### config.mk
export PLATFORM = sky130hd
export DESIGN_NAME = match_scheduler
export DESIGN_NICKNAME = d
export VERILOG_FILES = /design/src/rtl/fight_pkg.sv /design/src/rtl/match_scheduler_turn_collector.sv /design/src/rtl/match_scheduler.sv
export SDC_FILE = /design/constraint.sdc
export NUM_CORES = 1
export LEC_CHECK = 0
export ABC_AREA = 1
export CAP_MARGIN = 20
export CELL_PAD_IN_SITES_DETAIL_PLACEMENT = 0
export CELL_PAD_IN_SITES_GLOBAL_PLACEMENT = 2
export CORE_ASPECT_RATIO = 0.75
export CORE_MARGIN = 2
export CORE_UTILIZATION = 28
export CTS_BUF_LIST = sky130_fd_sc_hd__clkbuf_8
export CTS_CLUSTER_DIAMETER = 200
export CTS_CLUSTER_SIZE = 25
export DETAILED_ROUTE_END_ITERATION = 8
export GPL_ROUTABILITY_DRIVEN = 0
export HOLD_SLACK_MARGIN = 0.15
export MAX_ROUTING_LAYER = met4
export PLACE_DENSITY_LB_ADDON = 0.1
export SLEW_MARGIN = 20
export SYNTH_ARGS = -nofsm -noshare
export SYNTH_HDL_FRONTEND = slang
export SYNTH_SLANG_ARGS = --single-unit
### constraint.sdc
create_clock -name clk -period 1.6 [get_ports clk]
set_clock_uncertainty 0.15 [all_clocks]
set_input_delay 0.32 -clock clk [delete_from_list [all_inputs] [get_ports clk]]
set_output_delay 0.32 -clock clk [all_outputs]
set_load 0.01 [all_outputs]
### src/rtl/fight_pkg.sv
// Shared definitions for the fightingGame match controller: action codes,
// controller states, winner codes and saturating counter helpers.
package fight_pkg;

  localparam logic [2:0] ACT_IDLE    = 3'b000;
  localparam logic [2:0] ACT_PUNCH   = 3'b001;
  localparam logic [2:0] ACT_KICK    = 3'b010;
  localparam logic [2:0] ACT_BLOCK   = 3'b011;
  localparam logic [2:0] ACT_JUMP    = 3'b100;
  localparam logic [2:0] ACT_CROUCH  = 3'b101;
  localparam logic [2:0] ACT_SPECIAL = 3'b110;
  localparam logic [2:0] ACT_THROW   = 3'b111;

  typedef enum logic [2:0] {
    ST_IDLE,
    ST_ROUND_RST,
    ST_COLLECT,
    ST_ISSUE,
    ST_SETTLE,
    ST_ROUND_END,
    ST_MATCH_DONE
  } state_t;

  localparam logic [1:0] WIN_NONE = 2'b00;
  localparam logic [1:0] WIN_P1   = 2'b01;
  localparam logic [1:0] WIN_P2   = 2'b10;
  localparam logic [1:0] WIN_TIE  = 2'b11;

  function automatic logic [2:0] sat_inc3(input logic [2:0] v);
    return (v == '1) ? v : v + 3'd1;
  endfunction

  function automatic logic [3:0] sat_inc4(input logic [3:0] v);
    return (v == '1) ? v : v + 4'd1;
  endfunction

endpackage

### src/rtl/match_scheduler_turn_collector.sv
// One player's action slot for a turn: ready while open, latches the first
// offered action, or the idle action when the turn times out.
module turn_collector
  import fight_pkg::*;
#(
  parameter logic [2:0] IDLE_ACTION = ACT_IDLE
) (
  input  logic       clk,
  input  logic       rst,
  input  logic       collect,
  input  logic       reopen,
  input  logic       timeout,
  input  logic       valid,
  input  logic [2:0] action,
  output logic       ready,
  output logic       done,
  output logic       timed_out,
  output logic [2:0] code
);

  logic       have;
  logic [2:0] slot;
  logic       take;
  logic       dflt;

  // Slot handshake; code/done include this cycle's capture so the FSM can
  // leave COLLECT on the same edge the last action is latched.
  always_comb begin
    ready = collect && !have;
    take  = ready && valid;
    dflt  = ready && !valid && timeout;
    done  = have || take || dflt;
    code  = take ? action : (dflt ? IDLE_ACTION : slot);
  end

  // Slot latch and sticky timeout flag, cleared when a new turn opens.
  always_ff @(posedge clk or posedge rst) begin
    if (rst) begin
      have      <= 1'b0;
      slot      <= IDLE_ACTION;
      timed_out <= 1'b0;
    end else if (reopen) begin
      have      <= 1'b0;
      timed_out <= 1'b0;
    end else if (take) begin
      have <= 1'b1;
      slot <= action;
    end else if (dflt) begin
      have      <= 1'b1;
      slot      <= IDLE_ACTION;
      timed_out <= 1'b1;
    end
  end

endmodule

### src/rtl/match_scheduler.sv
// Best-of-N match controller in front of fightingGame: collects one action
// per player per turn, issues them, scores rounds and reports the winner.
module match_scheduler
  import fight_pkg::*;
#(
  parameter int unsigned ROUNDS_TO_WIN = 2,
  parameter int unsigned MAX_ROUNDS    = 7,
  parameter int unsigned TURN_TIMEOUT  = 15,
  parameter logic [2:0]  IDLE_ACTION   = ACT_IDLE,
  parameter int unsigned RESET_CYCLES  = 2
) (
  input  logic       clk,
  input  logic       resetGame,
  input  logic       start,
  input  logic       p1_valid,
  input  logic [2:0] p1_action,
  output logic       p1_ready,
  input  logic       p2_valid,
  input  logic [2:0] p2_action,
  output logic       p2_ready,
  input  logic       firstWin,
  input  logic       secondWin,
  output logic [2:0] action1,
  output logic [2:0] action2,
  output logic       actionEnable,
  output logic       gameReset,
  output logic [3:0] round_num,
  output logic [2:0] score1,
  output logic [2:0] score2,
  output logic [1:0] timed_out,
  output logic       match_over,
  output logic [1:0] winner
);

  localparam int unsigned   TW         = $clog2(TURN_TIMEOUT + 1);
  localparam int unsigned   RW         = $clog2(RESET_CYCLES + 1);
  localparam logic [TW-1:0] TIMER_LAST = TW'(TURN_TIMEOUT - 1);
  localparam logic [RW-1:0] RST_LAST   = RW'(RESET_CYCLES - 1);
  localparam logic [2:0]    WIN_SCORE  = 3'(ROUNDS_TO_WIN);
  localparam logic [3:0]    ROUND_CAP  = 4'(MAX_ROUNDS);

  state_t        state;
  state_t        next;
  logic [TW-1:0] timer;
  logic [RW-1:0] rst_cnt;
  logic          collect;
  logic          reopen;
  logic          timeout;
  logic          done1;
  logic          done2;
  logic [2:0]    code1;
  logic [2:0]    code2;

  turn_collector #(.IDLE_ACTION(IDLE_ACTION)) u_p1 (
    .clk       (clk),
    .rst       (resetGame),
    .collect   (collect),
    .reopen    (reopen),
    .timeout   (timeout),
    .valid     (p1_valid),
    .action    (p1_action),
    .ready     (p1_ready),
    .done      (done1),
    .timed_out (timed_out[0]),
    .code      (code1)
  );

  turn_collector #(.IDLE_ACTION(IDLE_ACTION)) u_p2 (
    .clk       (clk),
    .rst       (resetGame),
    .collect   (collect),
    .reopen    (reopen),
    .timeout   (timeout),
    .valid     (p2_valid),
    .action    (p2_action),
    .ready     (p2_ready),
    .done      (done2),
    .timed_out (timed_out[1]),
    .code      (code2)
  );

  // Next-state logic and state-decoded outputs.
  always_comb begin
    next         = state;
    collect      = (state == ST_COLLECT);
    timeout      = collect && (timer == TIMER_LAST);
    actionEnable = (state == ST_ISSUE);
    gameReset    = (state == ST_ROUND_RST);
    match_over   = (state == ST_MATCH_DONE);
    winner       = WIN_NONE;
    case (state)
      ST_IDLE:       if (start) next = ST_ROUND_RST;
      ST_ROUND_RST:  if (rst_cnt == RST_LAST) next = ST_COLLECT;
      ST_COLLECT:    if (done1 && done2) next = ST_ISSUE;
      ST_ISSUE:      next = ST_SETTLE;
      ST_SETTLE:     next = (firstWin || secondWin) ? ST_ROUND_END : ST_COLLECT;
      ST_ROUND_END:  next = (score1 == WIN_SCORE || score2 == WIN_SCORE ||
                             round_num == ROUND_CAP) ? ST_MATCH_DONE : ST_ROUND_RST;
      ST_MATCH_DONE: if (start) next = ST_ROUND_RST;
      default:       next = ST_IDLE;
    endcase
    if (state == ST_MATCH_DONE) begin
      if (score1 == WIN_SCORE)      winner = WIN_P1;
      else if (score2 == WIN_SCORE) winner = WIN_P2;
      else if (score1 > score2)     winner = WIN_P1;
      else if (score2 > score1)     winner = WIN_P2;
      else                          winner = WIN_TIE;
    end
    reopen = (next == ST_COLLECT) && (state != ST_COLLECT);
  end

  // State register, turn/reset timers, scoring and issued action registers.
  // Scores update on the SETTLE->ROUND_END edge so ROUND_END decides on them.
  always_ff @(posedge clk or posedge resetGame) begin
    if (resetGame) begin
      state     <= ST_IDLE;
      timer     <= '0;
      rst_cnt   <= '0;
      round_num <= '0;
      score1    <= '0;
      score2    <= '0;
      action1   <= IDLE_ACTION;
      action2   <= IDLE_ACTION;
    end else begin
      state   <= next;
      timer   <= (collect && next == ST_COLLECT) ? timer + TW'(1) : '0;
      rst_cnt <= (state == ST_ROUND_RST && next == ST_ROUND_RST) ? rst_cnt + RW'(1) : '0;
      if (next == ST_ROUND_RST && state != ST_ROUND_RST) begin
        if (state == ST_IDLE || state == ST_MATCH_DONE) begin
          score1    <= '0;
          score2    <= '0;
          round_num <= 4'd1;
        end else begin
          round_num <= sat_inc4(round_num);
        end
      end
      if (state == ST_SETTLE && next == ST_ROUND_END) begin
        if (firstWin && !secondWin)      score1 <= sat_inc3(score1);
        else if (secondWin && !firstWin) score2 <= sat_inc3(score2);
      end
      if (collect && next == ST_ISSUE) begin
        action1 <= code1;
        action2 <= code2;
      end
    end
  end

endmodule

[Yosys cells after proc, flatten, opt, wreduce, memory -nomap -nowiden]
Index checks and enable logic that the tools add are counted.
Storage, ports and cells
  word-level logic and storage cells: 127
  input port bits: 13
  bits in registers: 35
Cells by class
  reductions and logical operators: 41
  mux-type cells: 40
  $add $sub $neg: 5
  $lt $le $gt $ge: 2
  equality and inequality tests: 25
Operators with widths (number)
  $mux 3: 20
  $eq 3x2->1 const B: 6
  $eq 3x3->1 const B: 6
  $logic_and 1x1->1: 18
  $pmux 3 s6: 1
  $mux 4: 3
  $mux 1: 11
  $mux 2: 5
  $add 4x1->4 const B: 2
  $eq 4x4->1 const B: 2
  $logic_or 1x1->1: 8
  $add 3x1->3 const B: 2
  $eq 3x1->1 const B: 2
  $gt 3x3->1: 2
  $logic_not 1->1: 6
  $ne 2x2->1 const B: 3
  $reduce_and 2->1: 3
  $reduce_bool 3->1: 2
  $eq 4x3->1 const B: 1
  $ne 4x4->1 const B: 1
  $reduce_bool 2->1: 2
  $logic_not 3->1: 1
  $ne 3x1->1 const B: 1
  $ne 3x2->1 const B: 1
  4 further kinds: 4

[Depth between registers and ports, before layout]
Gate-level depths: netlist of run 1.
  depth in word-level cells: 14
  gate-level depth with buffers: 10
  mapped depth without buffers: 10

[Modules after synthesis]
Synthesis of run 1 repeated with hierarchy kept, for this count alone.
Unflattened totals
  cells, all modules: 248
  area total of the unflattened synthesis: 2068.2 µm²
Modules (own cells, without submodules)
  match_scheduler: instances 1, cells an instance 164, sequential area each 625.6 µm², area an instance 1450.1 µm²
  turn_collector: instances 2, cells an instance 42, sequential area each 125.1 µm², area an instance 309.0 µm²

[Least setup slack after synthesis of run 1]
No wires, ideal clock.
  path type: flip-flop to output port
  start point: reg score1[2]
  end point: out winner[0]
  stages on the path, launching flop included: 6
  path slack: -118 ps
  arrival time: 1248 ps
  cells stage by stage: dfrtp_1 inv_1 ha_1 a21oi_1 o211ai_1 a31oi_1
Between the ends
  longest elaborated chain between the ends: 6
  elaborated cells between the ends (all ways): 8
  those cells by class: order compare (2); eq/ne (1); mux (5)
Ends and longest elaborated chain
  from (decl): RTL line match_scheduler.sv:28  | output logic [2:0] score1,
  from (signal assigned): RTL line match_scheduler.sv:138  | if (firstWin && !secondWin) score1 <= sat_inc3(score1);
  $gt 3x3->1: RTL line match_scheduler.sv:106  | else if (score2 > score1) winner = WIN_P2;
  $mux 1: RTL line match_scheduler.sv:106
  $mux 2: RTL line match_scheduler.sv:105  | else if (score1 > score2) winner = WIN_P1;
  $mux 2: RTL line match_scheduler.sv:104  | else if (score2 == WIN_SCORE) winner = WIN_P2;
  $mux 2 *: RTL line match_scheduler.sv:103  | if (score1 == WIN_SCORE) winner = WIN_P1;
  $mux 2 *: RTL line match_scheduler.sv:102  | if (state == ST_MATCH_DONE) begin
  to (decl): RTL line match_scheduler.sv:32  | output logic [1:0] winner
Every way passes the cells marked *; elsewhere a longest branch is shown, timed or not.

[Final worst setup path of run 1]
  start point: reg score1[1]
  end point: out winner[1]
Between the ends
  longest elaborated chain between the ends: 5
  elaborated cells between the ends (all ways): 6
  those cells by class: order compare (1); eq/ne (1); mux (4)
Ends and longest elaborated chain (RTL line)
  $gt 3x3->1: match_scheduler.sv:105
  $mux 2: match_scheduler.sv:105
  $mux 2: match_scheduler.sv:104
  $mux 2 *: match_scheduler.sv:103
  $mux 2 *: match_scheduler.sv:102
Marks and branches as above.

==> reports/results.txt, run 1 <==
result of the run -> finished, violations left
failing checks -> negative setup slack
maximum capacitance violations -> 0
clock tree from TritonCTS -> yes
non-filler cells, final -> 431
CP max stage delay -> 350 ps
share of cells above drive strength 1 -> 0.497
Fillers -> 602
max-slew violation total from the final report -> 0
buffer depth of the longest clock path -> 2
chip width -> 99.0 µm
via count of the first global-routing pass -> 1771
Avg Inst Size Synth -> 8.00 µm²
cell count after synthesis -> 237
placed wire-length estimate after detailed placement -> 3.74 mm
GRT Total Usage -> 0.154
RSZ-0062 raised after global routing -> true
Netlist Area Pre-Place -> 0.00190 mm²
power density over the cells -> 1440 mW/mm²
via density per instance -> 4.36
sequential cell area -> 878 µm²
met3 WL -> 169 µm
number of CTS-inserted buffers -> 5
WL met2 -> 2.26 mm
Seq cells post-synth -> 35
remaining antenna violation count -> 0
Clock Pin Slew Worst Setup and Hold Paths -> 80 ps
Final Hold Viols -> 0
Critical Path Stages -> 7
largest net degree at the start of global routing -> 36
Core Util, Final -> 0.534
CTS root buffer -> sky130_fd_sc_hd__clkbuf_8
r2r worst-path depth -> 10
Crit-path slowest cell -> sky130_fd_sc_hd__dfrtp_1
count of distinct cell types in the synthesized netlist -> 25
total routed wirelength -> 5.28 mm
total nets after synthesis -> 263
setup-violating endpoint count in the final report -> 40
Setup Slack @ Placement -> -520 ps
htree depth -> 2
count of boundary I/O pins -> 38
count of nets after finishing -> 375
worst setup margin -> -371 ps
Starting Density -> 0.296
area of the multi-input gates -> 0.00125 mm²
launching element of the worst setup path -> score1[1]
Routed wire per std cell -> 12.3 µm
Leak -> 1.80 nW
post-route minimum period -> 1970 ps
fin crit share -> 1.23
Antenna Diode Count -> 0
global-route wire length before repair -> 8.64 mm
Remaining Overflow, GRT -> 0
Clk Latency, worst-skew pair -> 290 ps
cell chain of the critical path -> inv_1 > ha_1 > nand2_1 > o211ai_1 > nand2_1 > nor2_2 > buf_2
total via count after detailed routing -> 1879
DRC violation count after routing -> 0
cell family contributing the most delay on the critical path -> flip-flops
Least-Margin Pin Slew -> 286 ps
Syn. warnings -> 0
placeable core region -> 0.00641 mm²
count of buffering cells on the critical path with inverters included -> 2
achievable clock frequency -> 0.507 GHz
highest ir drop seen on vdd -> 489 µV
antenna violations before repair -> 0
iteration-0 DRC count of the detailed router -> 39
min-delay worst type -> in2async
critical path type -> reg2out
endpoint arrival time on the critical path -> 1500 ps
startpoint types -> register
Max transition margin -> 0.809
number of placed cells counting well taps -> 403
y dimension of the die -> 75.3 µm
crit path capture type -> primary output
Data required, critical path -> 1130 ps
Area growth, synth to finish -> 80.7%
Rows -> 25
input/output buffers -> 37
iteration count of the initial detailed-routing pass -> 4
most frequent CP cell -> sky130_fd_sc_hd__nand2_1
highest metal layer used by the detailed router -> met4
beginning of the worst register-to-register path -> state[0]
met1 wire length -> 2.83 mm
area enclosed by the die boundary -> 0.00746 mm²
clk sink count -> 35
post-synthesis sequential area ratio -> 0.462
largest fanout on the critical path -> 2
## power breakdown
group          internal (mW)  total (mW)  switching [mW]  leakage, nW
clock network          0.387       0.719           0.332       0.0557
logic                   1.42        2.84            1.42         1.28
registers               1.17        1.37           0.204        0.462
## worst reg2reg max path: cells and delay by family (launching register included)
kind / cells / cell delay [ps]
flops: 1 / 430
buf+inv: 4 / 540
compound gates: 1 / 180
simple gates: 5 / 420
## area by class of cell
type | count | area share
sequential | 35 | 0.256
clock inverter | 1 | 0.00110
clock buffer | 7 | 0.0281
tap | 81 | 0.0296
inverter | 33 | 0.0383
timing repair buffer | 107 | 0.281
multi-input combinational | 167 | 0.365
## synth_stat cells, drive strengths merged
cell type  number  area (µm²)
nand4           7        50.1
o211ai          1        7.51
nand2          71         282
a21oi           4        20.0
xor2            1        8.76
nand3          18         100
ha             13         163
a31oi           3        25.0
inv            33         124
dfrtp          35         876
buf             2        15.0
or2             1        6.26
xnor2           1        8.76
nor3            4        20.0
o21ai           8        40.0
or3             1        6.26
nor2           34         145
## path summary, 6_finish.rpt
path | slack (ps) | end
max | -370 | winner[1]
min | 230 | timer[3]
max reg2reg | -250 | action2[1]
min reg2reg | 290 | rst_cnt[0]
max in group asynchronous | 860 | round_num[2]
min in group clk | 290 | rst_cnt[0]
## cells by family after synthesis
group / after synthesis / synth area share
AND/OR/NAND/NOR: 136 / 0.321
buffers and inverters: 35 / 0.0732
flip-flops: 35 / 0.462
AO/OA/AOI/OAI: 16 / 0.0488
adder cells (fa/ha/maj): 13 / 0.0858
XOR/XNOR: 2 / 0.00924
## per-stage QoR
stage          hold WS (ps)  power, mW  TNS (ps)  area, µm²
2_1_floorplan           260       2.32      -132       1910
3_3_place_gp            272       3.37     -8530       2760
3_5_place_dp            277       3.38     -8590       2760
4_1_cts                 244       4.69     -4090       3220
5_1_grt                 255       5.33     -9680       3430
6_report                233       4.93     -6110       3430
## placed cells by master, fill, tap and decap left out, types with 4 or more instances in the layout
master	n
sky130_fd_sc_hd__nor2_2	9
sky130_fd_sc_hd__nand3_2	6
sky130_fd_sc_hd__buf_4	46
sky130_fd_sc_hd__nand3_1	8
sky130_fd_sc_hd__nand2_2	20
sky130_fd_sc_hd__o21ai_1	7
sky130_fd_sc_hd__nor2_1	14
sky130_fd_sc_hd__nand2_1	42
sky130_fd_sc_hd__clkdlybuf4s50_1	12
sky130_fd_sc_hd__nand2_4	8
sky130_fd_sc_hd__clkbuf_8	7
sky130_fd_sc_hd__dfrtp_1	33
sky130_fd_sc_hd__nor2_4	11
sky130_fd_sc_hd__nand4_1	6
sky130_fd_sc_hd__inv_1	22
sky130_fd_sc_hd__inv_2	9
sky130_fd_sc_hd__ha_1	8
sky130_fd_sc_hd__clkdlybuf4s15_1	5
sky130_fd_sc_hd__nand3_4	4
sky130_fd_sc_hd__buf_6	26
sky130_fd_sc_hd__dlygate4sd2_1	11
## timing repair
| action | CTS | global route |
|---|---|---|
| setup buffers | 14 | 9 |
| resized for setup | 129 | 57 |
| pin swaps | 31 | 17 |
| setup endpoints to repair | 52 | 47 |
| hold buffers | 0 | 0 |
## metal layers
layer  up-vias  global-route usage
met5         -                   -
met4         0              0.0365
met3         2              0.0334
met2        26               0.218
met1       872               0.225
li1        979                   -
## registers in the layout (all words and copies together) (netlist names)
register	flops
u_p1.slot	3
action2	3
action1	3
u_p1.have	1
rst_cnt	2
state	3
u_p2.timed_out	1
score1	3
u_p2.have	1
u_p1.timed_out	1
u_p2.slot	3
round_num	4
score2	3
timer	4
No activity file was read; power rests on OpenSTA's default activity.
==> run 2, diff against run 1 <==
--- a/config.mk
+++ b/config.mk
@@ -20,7 +20,7 @@
 export HOLD_SLACK_MARGIN = 0.15
 export MAX_ROUTING_LAYER = met4
 export PLACE_DENSITY_LB_ADDON = 0.1
-export SLEW_MARGIN = 20
+export SLEW_MARGIN = 5
 export SYNTH_ARGS = -nofsm -noshare
 export SYNTH_HDL_FRONTEND = slang
 export SYNTH_SLANG_ARGS = --single-unit
==> results of run 2 <==
The final DEF is identical to that of run 1; final timing and power are the same.
==> run 3, diff against run 2 <==
--- a/config.mk
+++ b/config.mk
@@ -6,7 +6,6 @@
 export NUM_CORES = 1
 export LEC_CHECK = 0
 export ABC_AREA = 1
-export CAP_MARGIN = 20
 export CELL_PAD_IN_SITES_DETAIL_PLACEMENT = 0
 export CELL_PAD_IN_SITES_GLOBAL_PLACEMENT = 2
 export CORE_ASPECT_RATIO = 0.75
==> results of run 3 <==
The final DEF is identical to that of run 1; final timing and power are the same.
